--- src/rtl/riscv_structures.sv ---
// Shared front-end definitions.
//   REG_AW     : architectural register address width
//   hz_state_e : hazard controller sequencing states
package riscv_structures;

    localparam int REG_AW = 5;

    typedef enum logic [1:0] {
        RUN      = 2'd0,
        LU_STALL = 2'd1,
        FLUSH    = 2'd2
    } hz_state_e;

endpackage

--- src/rtl/hazard_ctrl_sat_counter.sv ---
// Saturating up-counter; sticks at all-ones instead of wrapping.
//   clk   : clock
//   clr_n : asynchronous active-low clear
//   inc   : count this cycle
//   count : current value
module sat_counter #(
    parameter int W = 32
) (
    input  logic         clk,
    input  logic         clr_n,
    input  logic         inc,
    output logic [W-1:0] count
);

    always_ff @(posedge clk or negedge clr_n) begin
        if (!clr_n)
            count <= '0;
        else if (inc && (count != '1))
            count <= count + W'(1);
    end

endmodule

--- src/rtl/hazard_ctrl.sv ---
// Fetch/decode sequencing controller: load-use stalls, redirect squash
// windows and data-memory freeze, with saturating stall/flush counters.
//   clk, reset_n            : clock, async active-low reset
//   de_*                    : instruction entering decode (valid, sources)
//   ex_*                    : instruction in execute (valid, rd, load, writes)
//   br_taken                : redirect resolved in execute this cycle
//   mem_busy                : data memory not ready, freeze front end
//   fe_en / de_en / de_pc_r : fetch enable, decode enable, decode squash
//   stall_cnt / flush_cnt   : saturating performance counters
module hazard_ctrl
    import riscv_structures::*;
#(
    parameter int LOAD_LAT     = 1,
    parameter int FLUSH_CYCLES = 2,
    parameter int CNT_W        = 32
) (
    input  logic              clk,
    input  logic              reset_n,
    input  logic              de_valid,
    input  logic [REG_AW-1:0] de_rs1,
    input  logic [REG_AW-1:0] de_rs2,
    input  logic              de_uses_rs1,
    input  logic              de_uses_rs2,
    input  logic              ex_valid,
    input  logic [REG_AW-1:0] ex_rd,
    input  logic              ex_mem_read,
    input  logic              ex_reg_write,
    input  logic              br_taken,
    input  logic              mem_busy,
    output logic              fe_en,
    output logic              de_en,
    output logic              de_pc_r,
    output logic [CNT_W-1:0]  stall_cnt,
    output logic [CNT_W-1:0]  flush_cnt
);

    localparam logic [2:0] LU_REM = 3'(LOAD_LAT - 1);
    localparam logic [2:0] FL_REM = 3'(FLUSH_CYCLES - 1);

    hz_state_e  state, state_nxt;
    logic [2:0] rem, rem_nxt;
    logic       lu_hit;
    logic       fe_c, de_c, pr_c;
    logic       stall_inc, flush_inc;

    // x0 is hardwired zero, so a load targeting it never creates a dependency.
    assign lu_hit = de_valid & ex_valid & ex_mem_read & ex_reg_write &
                    (ex_rd != '0) &
                    ((de_uses_rs1 & (de_rs1 == ex_rd)) |
                     (de_uses_rs2 & (de_rs2 == ex_rd)));

    always_ff @(posedge clk or negedge reset_n) begin
        if (!reset_n) begin
            state <= RUN;
            rem   <= '0;
        end else begin
            state <= state_nxt;
            rem   <= rem_nxt;
        end
    end

    always_comb begin
        state_nxt = state;
        rem_nxt   = rem;
        fe_c      = 1'b1;
        de_c      = 1'b1;
        pr_c      = 1'b0;
        stall_inc = 1'b0;
        flush_inc = 1'b0;
        if (mem_busy) begin
            // Freeze everything; execute keeps br_taken/load until released.
            fe_c = 1'b0;
            de_c = 1'b0;
        end else if (br_taken) begin
            // Redirect wins over any stall and restarts the squash window.
            pr_c      = 1'b1;
            flush_inc = 1'b1;
            if (FLUSH_CYCLES > 1) begin
                state_nxt = FLUSH;
                rem_nxt   = FL_REM;
            end else begin
                state_nxt = RUN;
                rem_nxt   = '0;
            end
        end else begin
            unique case (state)
                RUN: begin
                    if (lu_hit) begin
                        // Hold decode, push a bubble into execute.
                        fe_c      = 1'b0;
                        pr_c      = 1'b1;
                        stall_inc = 1'b1;
                        if (LOAD_LAT > 1) begin
                            state_nxt = LU_STALL;
                            rem_nxt   = LU_REM;
                        end
                    end
                end
                LU_STALL: begin
                    fe_c      = 1'b0;
                    pr_c      = 1'b1;
                    stall_inc = 1'b1;
                    rem_nxt   = rem - 3'd1;
                    if (rem == 3'd1) state_nxt = RUN;
                end
                FLUSH: begin
                    pr_c      = 1'b1;
                    flush_inc = 1'b1;
                    rem_nxt   = rem - 3'd1;
                    if (rem == 3'd1) state_nxt = RUN;
                end
                default: begin
                    state_nxt = RUN;
                    rem_nxt   = '0;
                end
            endcase
        end
    end

    // While in reset the front end is held with a squashed decode entry.
    assign fe_en   = reset_n & fe_c;
    assign de_en   = reset_n & de_c;
    assign de_pc_r = ~reset_n | pr_c;

    sat_counter #(.W(CNT_W)) u_stall_cnt (
        .clk   (clk),
        .clr_n (reset_n),
        .inc   (stall_inc),
        .count (stall_cnt)
    );

    sat_counter #(.W(CNT_W)) u_flush_cnt (
        .clk   (clk),
        .clr_n (reset_n),
        .inc   (flush_inc),
        .count (flush_cnt)
    );

endmodule

--- config.mk ---
export PLATFORM = sky130hd
export DESIGN_NAME = hazard_ctrl
export DESIGN_NICKNAME = d
export VERILOG_FILES = /design/src/rtl/riscv_structures.sv /design/src/rtl/hazard_ctrl_sat_counter.sv /design/src/rtl/hazard_ctrl.sv
export SDC_FILE = /design/constraint.sdc
export NUM_CORES = 1
export LEC_CHECK = 0
export CORE_AREA = 10 10 100 102
export DETAILED_ROUTE_END_ITERATION = 8
export DIE_AREA = 0 0 110 112
export PLACE_DENSITY = 0.75
export SLEW_MARGIN = 0
export SYNTH_ARGS = -nofsm -noshare
export SYNTH_HDL_FRONTEND = slang
export SYNTH_SLANG_ARGS = --single-unit
export TNS_END_PERCENT = 50
--- constraint.sdc ---
create_clock -name clk -period 2.5 [get_ports clk]
set_input_delay 0.75 -clock clk [delete_from_list [all_inputs] [get_ports clk]]
set_output_delay 0.75 -clock clk [all_outputs]
set_load 0.01 [all_outputs]
==> flow_summary_export.csv <==
group,metric,value,unit
global_route,grt_pass1_vias,3031,
global_route,grt_usage,14.9,%
finish,syn_to_final_growth,46.1,%
timing,finalCritPeriodShare,107,%
timing,period_minus_slack,2670,ps
synthesis,synthesis.nets,364,
detailed_routing,routed_wl,9.26,mm
floorplan,rows,33,
detailed_routing,antenna_left,0,
synthesis,syn-cell-area,3440,um2
critical_path,end_kind,"primary output",
global_route,grt_overflow,0,
finish,drive_gt1_share,18.6,%
clock_tree,cts_hold_buf,0,
detailed_routing,drt-initial-drc-count,99,
hold_path,hp-class,"reg2reg",
critical_path,setup.worst_path.start,"ex_rd[4]",
detailed_routing,viasPerCell,5.30,
synthesis,synth_edf_count,0,
place,gp_congestion,0.827,
detailed_routing,drcViolationCount,0,
synthesis,synth_cells,335,
timing,fin_skew,12.6,ps
clock_tree,numCtsBuffers,9,
floorplan,design.die.area,12300,um2
timing,report.final.slew_viol_count,0,
critical_path,cp-endpoint,"de_pc_r",
place,port_buffers,91,
power_and_ir_drop,switchingPower,0.730,mW
synthesis,ys_types,39,
floorplan,pin_count,92,
outcome,violations,"setup timing",
floorplan,start_util,42.8,%
floorplan,coreArea,8050,um2
clock_tree,clockBufferDepth,2,
floorplan,die_width,110,um
place,dp_hpwl,6.79,mm
timing,fin_ws,-171,ps
synthesis,synth_top_flop_cell,"dfrtp_1",
floorplan,die_h,112,um
clock_tree,cts_tree,"yes",
power_and_ir_drop,p_leak,2.31,nW
synthesis,synth_common_cells,"dfrtp_1 (68), xor2_1 (37), xnor2_1 (35)",
timing,slew_headroom,42.5,%
synthesis,synth.most_common_cell,"dfrtp_1",
detailed_routing,drt_pass1_iterations,4,
power_and_ir_drop,irDropWorstVdd,0.508,mV
critical_path,timing.rr.start,"u_stall_cnt.count[5]",
timing,tns,-320,ps
detailed_routing,via_count,3011,
synthesis,ys_ff_latch,68,
finish,final.fill_count,667,
clock_tree,h-tree-depth,3,
critical_path,worstRegToRegCells,5,
critical_path,cp.arrival,1920,ps
power_and_ir_drop,pwr-share-seq,48.0,%
timing,rsz0062_at_grt,"yes",
synthesis,synth_async_sr_flop_share,100,%
hold_path,holdCritStartpoint,"u_stall_cnt.count[4]",
clock_tree,clk_pin_slew,70,ps
detailed_routing,post_drt_wl_per_cell,16.3,um
synthesis,syn_area_per_cell,10.3,um2
synthesis,yosysSeqAreaShare,49.4,%
critical_path,cp_max_fo,3,
timing,hold_violations,0,
critical_path,critPathLaunchType,"input pin",
synthesis,yosys.area.top_type,"dfrtp_1",
finish,final_util,62.5,%
critical_path,rrSetupSlack,260,ps
critical_path,critPathKind,"in2out",
clock_tree,cts_sinks,68,
synthesis,synthTopCellsByArea,"dfrtp_1 (49%), xor2_1 (9.4%), xnor2_1 (8.9%)",
timing,finalSetupViolCount,2,
place,dp_slack,-981,ps
finish,diodes,0,
timing,worst_pin_slew,862,ps
timing,clock.fmax,374,MHz
global_route,grt_pass1_wl,15.0,mm
power_and_ir_drop,internal_power,1.93,mW
synthesis,yosysTopAreaCellShare,49.4,%
job,maxCapViolCount,0,
timing,whs,498,ps
critical_path,r2r-end,"u_stall_cnt.count[17]",
power_and_ir_drop,p_sw_share,27.4,%
power_and_ir_drop,pwr-share-comb,16.3,%
global_route,grt_max_degree,69,
power_and_ir_drop,power_frac_clock,35.8,%
power_and_ir_drop,powerDensity,529,nW/um2
global_route,antenna_found_initial,0,
finish,nNetsFinal,487,
clock_tree,cts_root_buffer,"clkbuf_8",
critical_path,required,1750,ps
synthesis,yosys_warnings,0,
clock_tree,clk_latency,340,ps
outcome,outcome,"finished, violations left",
[timing repair]
| action | 4_1_cts | 5_1_grt |
|---|---|---|
| pin swaps | 15 | 15 |
| gates cloned | 0 | 2 |
| buffers inserted | 6 | 1 |
| gates resized for setup | 52 | 25 |
| setup endpoints to repair | 3 | 35 |
[through the flow]
step / cells / total power, mW / cell area, um2
after floorplan: 335 / 1.47 / 3450
after global placement: 546 / 1.72 / 4620
after detailed placement: 546 / 1.73 / 4620
after CTS: 568 / 2.67 / 4920
after global routing: 568 / 2.80 / 5030
final: 568 / 2.66 / 5030
[state kept, by name (all words and copies together) (netlist names)]
name and flops:
rem 3, state 1, u_flush_cnt.count 32, u_stall_cnt.count 32
[worst min path at each step]
stage,endpoint,slack [ps],depth (start not counted)
3_3_place_gp,rem[1],460,2
5_1_grt,rem[1],520,2
6_report,u_stall_cnt.count[4],500,1
2_1_floorplan,rem[1],440,2
4_1_cts,rem[1],500,2
3_5_place_dp,rem[1],480,2
[layout by cell type (no fill, tap or decap), types with 6 or more instances in the layout]
cell type / n
nor2_1: 17
nor4_1: 7
nand4_1: 19
inv_1: 12
nor3_1: 16
buf_4: 25
clkbuf_8: 11
nand2_1: 26
clkdlybuf4s50_1: 72
and3_1: 9
xnor2_1: 34
dfrtp_1: 68
xor2_1: 37
nand3_1: 25
dlygate4sd2_1: 6
[per-layer routing]
layer  vias to the layer above  GRT usage, %  wire length, um
li1                       1429             -                -
met1                      1480          18.0             3830
met2                        72          24.6             4650
met3                        30          3.52              483
met4                         0          6.42              304
met5                         -             0                0
[power by group through the flow]
stage	Clock (mW)	Sequential (mW)	Combinational, mW
4_1_cts	0.962	1.28	0.436
5_1_grt	1.02	1.29	0.492
2_1_floorplan	0	1.30	0.174
3_3_place_gp	0	1.29	0.425
3_5_place_dp	0	1.29	0.435
6_report	0.952	1.28	0.433
[area by class of cell]
type                    count  area (um2)  area share, %
clock buffers              11         151           3.01
well taps                 105         131           2.61
clock inverters             5        58.8           1.17
flip-flops and latches     68        1700           33.8
multi-input cells         248        1810           36.0
inverters                  12        45.0          0.895
repair buffers            119        1130           22.5
[critical path, cell delays in order]
cell and delay (ps):
buf_8 100, or4_4 530, o21ai_4 180, nor2b_4 60, nor3_2 90, o21ai_1 60
buf_2 140
[kinds of logic (layout without fill, tap and decap cells)]
group	count (synthesis)	count (layout)	share of synthesized area, %
compound gates	14	14	2.54
xor+xnor	72	72	18.3
fa+ha+maj	4	4	1.45
buf+inv	19	147	2.58
flops	68	68	49.4
mux	3	3	0.944
simple gates	155	155	24.8
No activity file was read; power rests on OpenSTA's default activity.
